File: src/rtl/uart_rx_fsmd_pkg.sv
// Shared UART definitions: FSM state encoding, line bit-select codes and the
// default oversample ratio, common to the TX and RX ends of the link.
package uart_rx_fsmd_pkg;

    typedef enum logic [2:0] {
        ST_IDLE   = 3'd0,
        ST_START  = 3'd1,
        ST_DATA   = 3'd2,
        ST_PARITY = 3'd3,
        ST_STOP   = 3'd4
    } uart_state_e;

    // Line-level bit selects; the transmitter uses these to drive its output mux.
    typedef enum logic [1:0] {
        SELECT_0      = 2'd0,
        SELECT_1      = 2'd1,
        SELECT_DATA   = 2'd2,
        SELECT_PARITY = 2'd3
    } uart_bit_sel_e;

    localparam int DEFAULT_NO_OF_CLKS = 16;

endpackage

File: src/rtl/uart_rx_fsmd_sync.sv
// Two-flop synchronizer for the asynchronous serial line; resets to the idle
// (high) level so a reset never looks like a start edge.
module uart_rx_sync (
    input  logic clk,
    input  logic rst,
    input  logic d,
    output logic q
);

    logic meta;

    always_ff @(posedge clk) begin
        if (!rst) begin
            meta <= 1'b1;
            q    <= 1'b1;
        end else begin
            meta <= d;
            q    <= meta;
        end
    end

endmodule

File: src/rtl/uart_rx_fsmd.sv
// UART receiver: oversampled start-bit validation, LSB-first data shift,
// optional parity check and stop-bit check, with a one-clock valid pulse.
//
// state     | meaning
// ----------+-------------------------------------------------------------
// ST_IDLE   | line idle, waiting for a low sample
// ST_START  | counting to mid start bit; high there rejects it as a glitch
// ST_DATA   | sampling data bits at mid-bit, shifting into the MSB
// ST_PARITY | sampling parity bit and computing the parity error
// ST_STOP   | sampling stop bit; result is presented on the following clock
module uart_rx_fsmd
    import uart_rx_fsmd_pkg::*;
#(
    parameter logic parity_on           = 1'b1,
    parameter logic parity_odd          = 1'b0,
    parameter int   data_size           = 8,
    parameter int   sampling_cntr_width = 4,
    parameter int   no_of_clks          = DEFAULT_NO_OF_CLKS
) (
    input  logic                 clk,
    input  logic                 rst,
    input  logic                 sample_tick,
    input  logic                 rx_in,
    output logic [data_size-1:0] rx_data,
    output logic                 data_valid,
    output logic                 parity_err,
    output logic                 frame_err,
    output logic                 busy
);

    localparam logic [sampling_cntr_width-1:0] SCNT_HALF = sampling_cntr_width'(no_of_clks / 2 - 1);
    localparam logic [sampling_cntr_width-1:0] SCNT_LAST = sampling_cntr_width'(no_of_clks - 1);
    localparam logic [2:0]                     BCNT_LAST = 3'(data_size - 1);

    uart_state_e                  state;
    uart_state_e                  state_nxt;
    logic                         rx_s;
    logic [sampling_cntr_width-1:0] scnt;
    logic [2:0]                   bcnt;
    logic [data_size-1:0]         shift_q;
    logic                         p_err_q;
    logic                         stop_q;
    logic                         done_q;
    logic                         at_half;
    logic                         at_last;

    uart_rx_sync u_sync (
        .clk (clk),
        .rst (rst),
        .d   (rx_in),
        .q   (rx_s)
    );

    always_ff @(posedge clk) begin
        if (!rst) begin
            state <= ST_IDLE;
        end else begin
            state <= state_nxt;
        end
    end

    always_comb begin
        state_nxt = state;
        if (sample_tick) begin
            case (state)
                ST_IDLE:   if (!rx_s) state_nxt = ST_START;
                ST_START:  if (at_half) state_nxt = rx_s ? ST_IDLE : ST_DATA;
                ST_DATA:   if (at_last && bcnt == BCNT_LAST)
                               state_nxt = parity_on ? ST_PARITY : ST_STOP;
                ST_PARITY: if (at_last) state_nxt = ST_STOP;
                ST_STOP:   if (at_last) state_nxt = ST_IDLE;
                default:   state_nxt = ST_IDLE;
            endcase
        end
    end

    always_comb begin
        busy    = (state != ST_IDLE);
        at_half = (scnt == SCNT_HALF);
        at_last = (scnt == SCNT_LAST);
    end

    always_ff @(posedge clk) begin
        if (!rst) begin
            scnt    <= '0;
            bcnt    <= '0;
            shift_q <= '0;
            p_err_q <= 1'b0;
            stop_q  <= 1'b0;
            done_q  <= 1'b0;
        end else begin
            done_q <= 1'b0;
            if (sample_tick) begin
                case (state)
                    ST_IDLE: scnt <= '0;
                    ST_START: begin
                        scnt <= at_half ? '0 : scnt + 1'b1;
                        bcnt <= '0;
                    end
                    ST_DATA: begin
                        if (at_last) begin
                            scnt    <= '0;
                            bcnt    <= bcnt + 3'd1;
                            shift_q <= {rx_s, shift_q[data_size-1:1]};
                        end else begin
                            scnt <= scnt + 1'b1;
                        end
                    end
                    ST_PARITY: begin
                        if (at_last) begin
                            scnt    <= '0;
                            p_err_q <= (^shift_q) ^ rx_s ^ parity_odd;
                        end else begin
                            scnt <= scnt + 1'b1;
                        end
                    end
                    ST_STOP: begin
                        if (at_last) begin
                            scnt   <= '0;
                            stop_q <= rx_s;
                            done_q <= 1'b1;
                        end else begin
                            scnt <= scnt + 1'b1;
                        end
                    end
                    default: scnt <= '0;
                endcase
            end
        end
    end

    // Results land one clock after the stop sample so a new start can already be in progress.
    always_ff @(posedge clk) begin
        if (!rst) begin
            rx_data    <= '0;
            data_valid <= 1'b0;
            parity_err <= 1'b0;
            frame_err  <= 1'b0;
        end else begin
            data_valid <= done_q;
            if (done_q) begin
                rx_data    <= shift_q;
                frame_err  <= ~stop_q;
                parity_err <= p_err_q;
            end
        end
    end

endmodule

File: config.mk
export PLATFORM = sky130hd
export DESIGN_NAME = uart_rx_fsmd
export DESIGN_NICKNAME = d
export VERILOG_FILES = /design/src/rtl/uart_rx_fsmd_pkg.sv /design/src/rtl/uart_rx_fsmd_sync.sv /design/src/rtl/uart_rx_fsmd.sv
export SDC_FILE = /design/constraint.sdc
export NUM_CORES = 1
export LEC_CHECK = 0
export CAP_MARGIN = 5
export CORE_MARGIN = 3
export CORE_UTILIZATION = 25
export DETAILED_ROUTE_END_ITERATION = 10
export SYNTH_ARGS = -nofsm -noshare
export SYNTH_HDL_FRONTEND = slang
export SYNTH_SLANG_ARGS = --single-unit
File: constraint.sdc
create_clock -name clk -period 3.5 [get_ports clk]
set_clock_uncertainty 0.2 [all_clocks]
set_input_delay 1.05 -clock clk [delete_from_list [all_inputs] [get_ports clk]]
set_output_delay 1.05 -clock clk [all_outputs]
set_load 0.01 [all_outputs]
==> metrics.yaml <==
timing:
  finalWorstSetupSlack_ns: 0.685
  maxSlewViolCount: 0
  fin_crit_sh_pct: 80.4
  rsz0062_at_grt: "false"
  worst_pin_slew_ns: 0.624
  finalSetupViolCount: 0
  max_slew_margin_pct: 58.3
  fin_tns_setup_ns: 0
  period_minus_slack_ns: 2.81
  hold_viol: 0
  fmax_mhz: 355
min_path:
  hp-class: "flop to flop"
  min_from: "u_sync.meta$_SDFF_PN1_"
detailed_routing:
  detail_route.wl_per_cell_um: 10.7
  detail_route.first_pass.iterations: 4
  drcViolationCount: 0
  wirelength_mm: 2.57
  vias_per_cell: 4.42
  ant_nets: 0
  via_count: 1061
  drt_iter0_drc: 58
placed_design:
  pre_cts_slack_ns: 0.499
  gp_congestion: 0.721
  place_hpwl_mm: 1.75
  port_buffers: 15
finish:
  fillerInstances: 578
  layout-drive-gt1-share_pct: 8.82
  syn_to_final_growth_pct: 23.3
  antenna_cells: 0
  final_nets: 177
power_and_ir_drop:
  peakVddDrop_mv: 0.177
  pwr_density_cell_mw_per_mm2: 438
  power_frac_clock_pct: 47.2
  p_comb_share_pct: 2.6
  power_frac_seq_pct: 50.2
  p_sw_mw: 0.152
  p_leak_nw: 0.690
  sw_frac_of_total_pct: 19.6
  p_int_mw: 0.624
clocking:
  cts_repair_resize_count: 0
  cts-root-buf: "clkbuf_8"
  cts_tree: "yes"
  cts_hold_buf: 0
  cts_buffers: 5
  ctsHtreeMaxLevel: 2
  worstSkewPairLatency_ns: 0.28
  cts_sinks: 34
  cts_setup_buffers: 0
  clock_path_buffers: 2
  cts.clk_slew.worst_paths_ns: 0.06
grt:
  grt_pass1_vias: 967
  antenna_found_initial: 0
  grt.total_usage_pct: 9.17
  grt_max_degree: 29
  grt_pass1_wl_mm: 4.57
  gr-total-overflow: 0
run:
  maxCapViolCount: 0
yosys:
  ys_seq_area_share_pct: 47.4
  syn_area_mm2: 0.00144
  synth.net_count: 160
  synth_edf_count: 0
  ys_async_sr_fraction_pct: 0
  synth_cell_types: 38
  postSynthAreaPerCell_um2: 9.39
  synth_seq_cells: 34
  ys.flop_type: "dfxtp_1"
  synth_area_leaders: "dfxtp_1, mux2i_1, nor2_1, xnor2_1, ha_1"
  synth_area_leader_cell: "dfxtp_1"
  ys_warn_count: 0
  yosysMostFrequentCell: "dfxtp_1"
  postSynthCellCount: 153
  synth_common_cells: "dfxtp_1, nor2_1, mux2i_1"
  synth_top_area_share_pct: 47.4
setup_path:
  critical_path.slowest_cell: "clkdlybuf4s50_1"
  cp.required_ns: 2.25
  end_kind: "output port"
  crit_fanout: 9
  crit_chain: "or3_1 > clkdlybuf4s50_1"
  crit_type: "flop to output port"
  cp.arrival_ns: 1.56
  start_kind: "flop"
  startpoint: "state[2]$_SDFFE_PN0P_"
  critPathMaxStageDelay_ns: 0.49
  rr_startpoint: "scnt[0]$_SDFFE_PN0P_"
status:
  status: "completed"
floorplanning:
  core-area_mm2: 0.00534
  fp.dieW_um: 81.8
  initial_utilization_pct: 26.9
  die_h_um: 81.8
  rows: 26
  pin_count: 16
  die_area_mm2: 0.00669
critical path: cells and delay by family, from the launching register on:
| family | cells | cell delay (ns) |
|---|---|---|
| flops | 1 | 0.37 |
| buf+inv | 1 | 0.49 |
| simple gates | 1 | 0.42 |
cells by family (layout without fill, tap and decap cells):
family | count (synthesis) | count (layout) | share of synthesized area, %
adders and majority gates | 3 | 3 | 2.61
buffers and inverters | 11 | 28 | 2.96
and+or+nand+nor | 59 | 59 | 19.8
AOI/OAI and AO/OA | 19 | 19 | 8.10
xor gates and xnor gates | 7 | 7 | 5.23
DFF | 34 | 34 | 47.4
muxes | 20 | 20 | 13.9
placed cells by master, fill, tap and decap left out, drive strengths merged, types with 3 or more instances in the layout:
master,count
a21oi,7
clkbuf,6
clkdlybuf4s50,15
dfxtp,34
ha,3
inv,5
mux2i,20
nand2,7
nand2b,3
nand3,3
nand4,3
nor2,29
o21ai,5
xnor2,5
final timing paths:
| check | to | depth (start not counted) | slack (ns) |
|---|---|---|---|
| worst max-delay path | busy | 2 | 0.69 |
| worst min-delay path | u_sync.q$_SDFF_PN1_ | 1 | 0.21 |
| worst max register to register | shift_q[5]$_SDFFE_PN0P_ | 6 | 1.54 |
| worst min register to register | u_sync.q$_SDFF_PN1_ | 1 | 0.21 |
registers in the layout (all words and copies together), names as in the netlist, 3 cells and up:
signal and flops:
bcnt 3, rx_data 8, scnt 4, shift_q 8
state 3
power by group through the flow:
stage	clock network, mW	logic [mW]	registers (mW)
2_1_floorplan	0	0.0124	0.398
3_3_place_gp	0	0.0204	0.399
3_5_place_dp	0	0.0204	0.399
4_1_cts	0.382	0.0204	0.390
5_1_grt	0.398	0.0222	0.390
6_report	0.366	0.0199	0.390
routing by layer:
metal / vias to the layer above / global-route usage (%) / routed length (um)
met4: 0 / 4.49 / 56
met2: 23 / 12.0 / 1060
met1: 479 / 12.2 / 1310
li1: 553 / - / -
met3: 6 / 4.50 / 149
met5: - / 0 / 0
per-stage QoR:
| step | area [um2] | std cells | utilization [%] | power, mW | hold slack, ns |
|---|---|---|---|---|---|
| floorplan | 1440 | 153 | - | 0.411 | 0.186 |
| global placement | 1660 | 233 | 31.1 | 0.419 | 0.195 |
| detailed placement | 1660 | 233 | 31.1 | 0.419 | 0.202 |
| CTS | 1770 | 240 | 33.2 | 0.792 | 0.218 |
| global route | 1770 | 240 | 33.2 | 0.809 | 0.227 |
| finish | 1770 | 240 | 33.2 | 0.776 | 0.213 |
cell type report:
type	instances	area [um2]	share of cell area (%)
Clock buffer	6	82.6	4.66
Clock inverter	1	30.0	1.70
Inverter	5	18.8	1.06
Multi-Input combinational cell	108	713	40.3
Sequential cell	34	681	38.4
Tap cell	70	87.6	4.95
Timing Repair Buffer	16	158	8.90
Power figures use the tool's default switching activity.
==> patch 1: new RTL, same settings <==
The parameter `data_size` goes from 8 to 16.
--- a/src/rtl/uart_rx_fsmd.sv
+++ b/src/rtl/uart_rx_fsmd.sv
@@ -15,3 +15,3 @@
     parameter logic parity_odd          = 1'b0,
-    parameter int   data_size           = 8,
+    parameter int   data_size           = 16,
     parameter int   sampling_cntr_width = 4,
Interface: changed (resized rx_data); port bits go from 16 to 24. The function was not compared with the original's and may differ.
==> patch 1 against the original RTL <==
  * Register-to-register slack lost 0.03 ns
  * Design area up 41%
  * Total power rose by 16%
  * Wire length increased by 49%
  * Worst setup slack better by 0.0083 ns
  * Largest power group unchanged
  * Highest routed layer unchanged
  * Area after synthesis grew 47%
  * Sequential cell count is 16 higher
  * Largest cell class unchanged
  * Sequential power up 46%
  * Maximum frequency rose by 0.30%
==> patch 1: results (changes against the original RTL) <==
Signal inverters=3 (-2); largest net degree at the start of global routing=40 (+38%); FF+latch count=50 (+47%); CTS clock-pin slew for the worst setup and hold paths=0.08 ns (+0.02 ns); placed cell area=2415 um2 (+46%); slowest cell delay on critical path=0.57 ns (+0.08 ns); via count=1531 (+44%); share of cells above drive strength 1=5.221% (-3.6 points); commonest cells in the netlist=50 x dfxtp_1, 38 x nand2_1, 24 x a21oi_1, 23 x nor2_1, 19 x mux2i_1; routed len/inst=10.92 um (+2.1%); Largest regs=rx_data x16, shift_q x16, scnt x4; post-DP HPWL=2617 um (+49%); worst-path fanout max=12 (+3); Tightest Pin Transition=1.093 ns (+0.4689 ns); # port buffers=23 (+8); fillers=827 (+43%); Multi-In Gates=164 (+52%); Crit-path slowest cell=dfxtp_1; status=complete, no violations; R2R Setup Slk=1.51 ns (-0.03 ns); grt met3 use=1.714% (-2.8 points); fraction of area in multi-input gates=41.34% (+1.1 points); Tot Pwr=901.6 uW (+16%); Clock net power=306 uW (-16%); static leakage=0.0008269 uW (+20%); via density per instance=4.362 (-1.3%); Tot GR Track Use=8.496% (-0.67 points); Floorplan Core Area=7968 um2 (+49%); ClkCell Share=3.064% (-3.3 points); Sw Share=20.51% (+0.88 points)
patch 1: final timing paths:
check,from,cells past startpoint,endpoint
max,state[1]$_SDFFE_PN0P_,3,busy
min,u_sync.meta$_SDFF_PN1_,1,u_sync.q$_SDFF_PN1_
max reg2reg,scnt[0]$_SDFFE_PN0P_,6,p_err_q$_SDFFE_PN0P_
min reg2reg,u_sync.meta$_SDFF_PN1_,1,u_sync.q$_SDFF_PN1_
patch 1: logic make-up (layout without fill, tap and decap cells):
group | after synthesis | in the layout | share of synthesized area, %
simple gates | 92 | 92 | 20.74
buf+inv | 16 | 35 | 3.565
mux | 19 | 19 | 9.031
fa+ha+maj | 3 | 3 | 1.783
compound gates | 35 | 35 | 10.10
flops | 50 | 50 | 47.53
xor+xnor | 15 | 15 | 7.249
patch 1: metal layers:
metal / up-vias / routed length, um
met1: 691 / 1907
met4: 0 / 82
met5: - / 0
met3: 9 / 108
li1: 807 / -
met2: 24 / 1734
==> patch 2: new RTL, same flow settings <==
Made on the original files. The 5 states of `uart_state_e` get a one-hot encoding in 5 bits.
--- a/src/rtl/uart_rx_fsmd_pkg.sv
+++ b/src/rtl/uart_rx_fsmd_pkg.sv
@@ -4,8 +4,8 @@
 
-    typedef enum logic [2:0] {
-        ST_IDLE   = 3'd0,
-        ST_START  = 3'd1,
-        ST_DATA   = 3'd2,
-        ST_PARITY = 3'd3,
-        ST_STOP   = 3'd4
+    typedef enum logic [4:0] {
+        ST_IDLE   = 5'b00001,
+        ST_START  = 5'b00010,
+        ST_DATA   = 5'b00100,
+        ST_PARITY = 5'b01000,
+        ST_STOP   = 5'b10000
     } uart_state_e;
Formal check against the unedited RTL: same outputs for any inputs over 10 cycles, from zero or initial values and one cycle with rst low; not proved beyond that.
==> patch 2 against the original RTL <==
  * Worst setup slack lost 0.21 ns
  * Design area grew 14%
  * Critical path type unchanged
  * Sequential cell count grew 2
  * Sequential share of layout area shrank 2.6 points
  * Wire length grew 24%
  * Largest cell class unchanged
  * Area after synthesis grew 19%
Power is not compared: it rests on default switching activity, and its combinational part moved more than twofold at a synthesized area within 25%.
==> patch 2: results (changes against the original RTL) <==
Tot GR Track Use=9.026% (-0.14 points); initial antenna violation count=0 (unchanged); placed cell area=1917 um2 (+16%); Post-synth ARST share=0% (unchanged); Placed Cells=267 (+15%); Crit-path slowest cell=dfxtp_1; fin nets=204 (+15%); slowest cell delay on critical path=0.55 ns (+0.06 ns); # port buffers=15 (unchanged); H-tree Lvls=2 (unchanged); cell depth of the worst hold path=1 (unchanged); Clk pwr share=39.3%; worst-path fanout max=13 (+4); Synth Warn #=0 (unchanged); commonest cells in the netlist=36 x dfxtp_1, 28 x nor2_1, 20 x mux2i_1, 10 x nand3_1, 9 x xnor2_1; synth top area cells=dfxtp_1 42%, mux2i_1 12%, nor2_1 6.1%; CTS root buf=clkbuf_8; R2R depth=5 (-1); n_diodes=0 (unchanged); Combinational Power=54.9 uW; via density per instance=4.788 (+8.3%); register area share after synthesis=42.11% (-5.3 points); GP Congestion=0.8469 (+17%); CP arrival=1.77 ns (+0.21 ns); first-pass GRT wire length=5671 um (+24%); Synth Net Count=191 (+19%); maximum VDD drop=0.0002270 V; share of cells above drive strength 1=8.122% (-0.70 points); vias in the first global route=1256 (+30%); CTS max path bufs=2 (unchanged); largest net degree at the start of global routing=23 (-21%); Hold WC Path Type=register to register; Netlist cell types=42 (+11%); Initial DRC Count=41 (-29%); post-DP HPWL=2171 um (+24%); Post CTS Setup Buffer Count=0 (unchanged); first-pass iteration count of the detailed router=4 (unchanged); final wirelength=3172 um (+24%); status=complete, no violations; CTS clock-pin slew for the worst setup and hold paths=0.07 ns; Tightest Pin Transition=0.6349 ns (+0.01072 ns); Largest regs=rx_data x8, shift_q x8, state x5; Sw Share=22.17%; PostCTS Resize Cnt=0 (unchanged); pre-CTS WS=0.7751 ns (+0.2762 ns); final non-filler cell total=274 (+14%); Post-Synthesis Cells=184 (+20%)
-- patch 2: cell count changes after synthesis, sizes merged, moves of 3 or more --
| cell | before | now |
|---|---|---|
| nand3 | 3 | 10 |
| nand2 | 7 | 1 |
| clkbuf | 2 | 6 |
| o21ai | 5 | 9 |
| xnor2 | 5 | 9 |
| nand2b | 3 | 6 |
| nor3 | 1 | 4 |
| nor4 | 0 | 3 |
| or4b | 0 | 3 |
-- patch 2: path summary, 6_finish.rpt --
path	from	to	slack (ns)
hold / removal	u_sync.meta$_SDFF_PN1_	u_sync.q$_SDFF_PN1_	0.21
setup / recovery	state[3]$_SDFFE_PN0P_	busy	0.48
hold reg to reg	u_sync.meta$_SDFF_PN1_	u_sync.q$_SDFF_PN1_	0.21
setup reg to reg	state[4]$_SDFFE_PN0P_	p_err_q$_SDFFE_PN0P_	1.25
-- patch 2: final cells by class --
type | instances | area (um2)
fill | 664 | 4482
multi-input combinational | 131 | 908.4
sequential | 36 | 720.7
timing repair buffer | 18 | 172.7
clock buffer | 7 | 96.34
tap | 77 | 96.34
inverter | 5 | 18.77
-- patch 2: metal layers --
metal / GRT usage [%] / up-vias / routed length (um)
met3: 2.980 / 3 / 162
li1: - / 673 / -
met4: 2.885 / 0 / 21
met2: 13.56 / 29 / 1415
met5: 0 / - / 0
met1: 12.19 / 607 / 1572
-- patch 2: logic make-up (layout without fill, tap and decap cells) --
group / Yosys count / after routing / share of synthesized area (%)
adders and majority gates: 3 / 3 / 2.193
muxes: 20 / 20 / 11.70
buffers and inverters: 17 / 30 / 4.825
AOI/OAI and AO/OA: 28 / 28 / 11.84
DFF: 36 / 36 / 42.11
xor gates and xnor gates: 11 / 11 / 5.629
and+or+nand+nor: 69 / 69 / 21.71
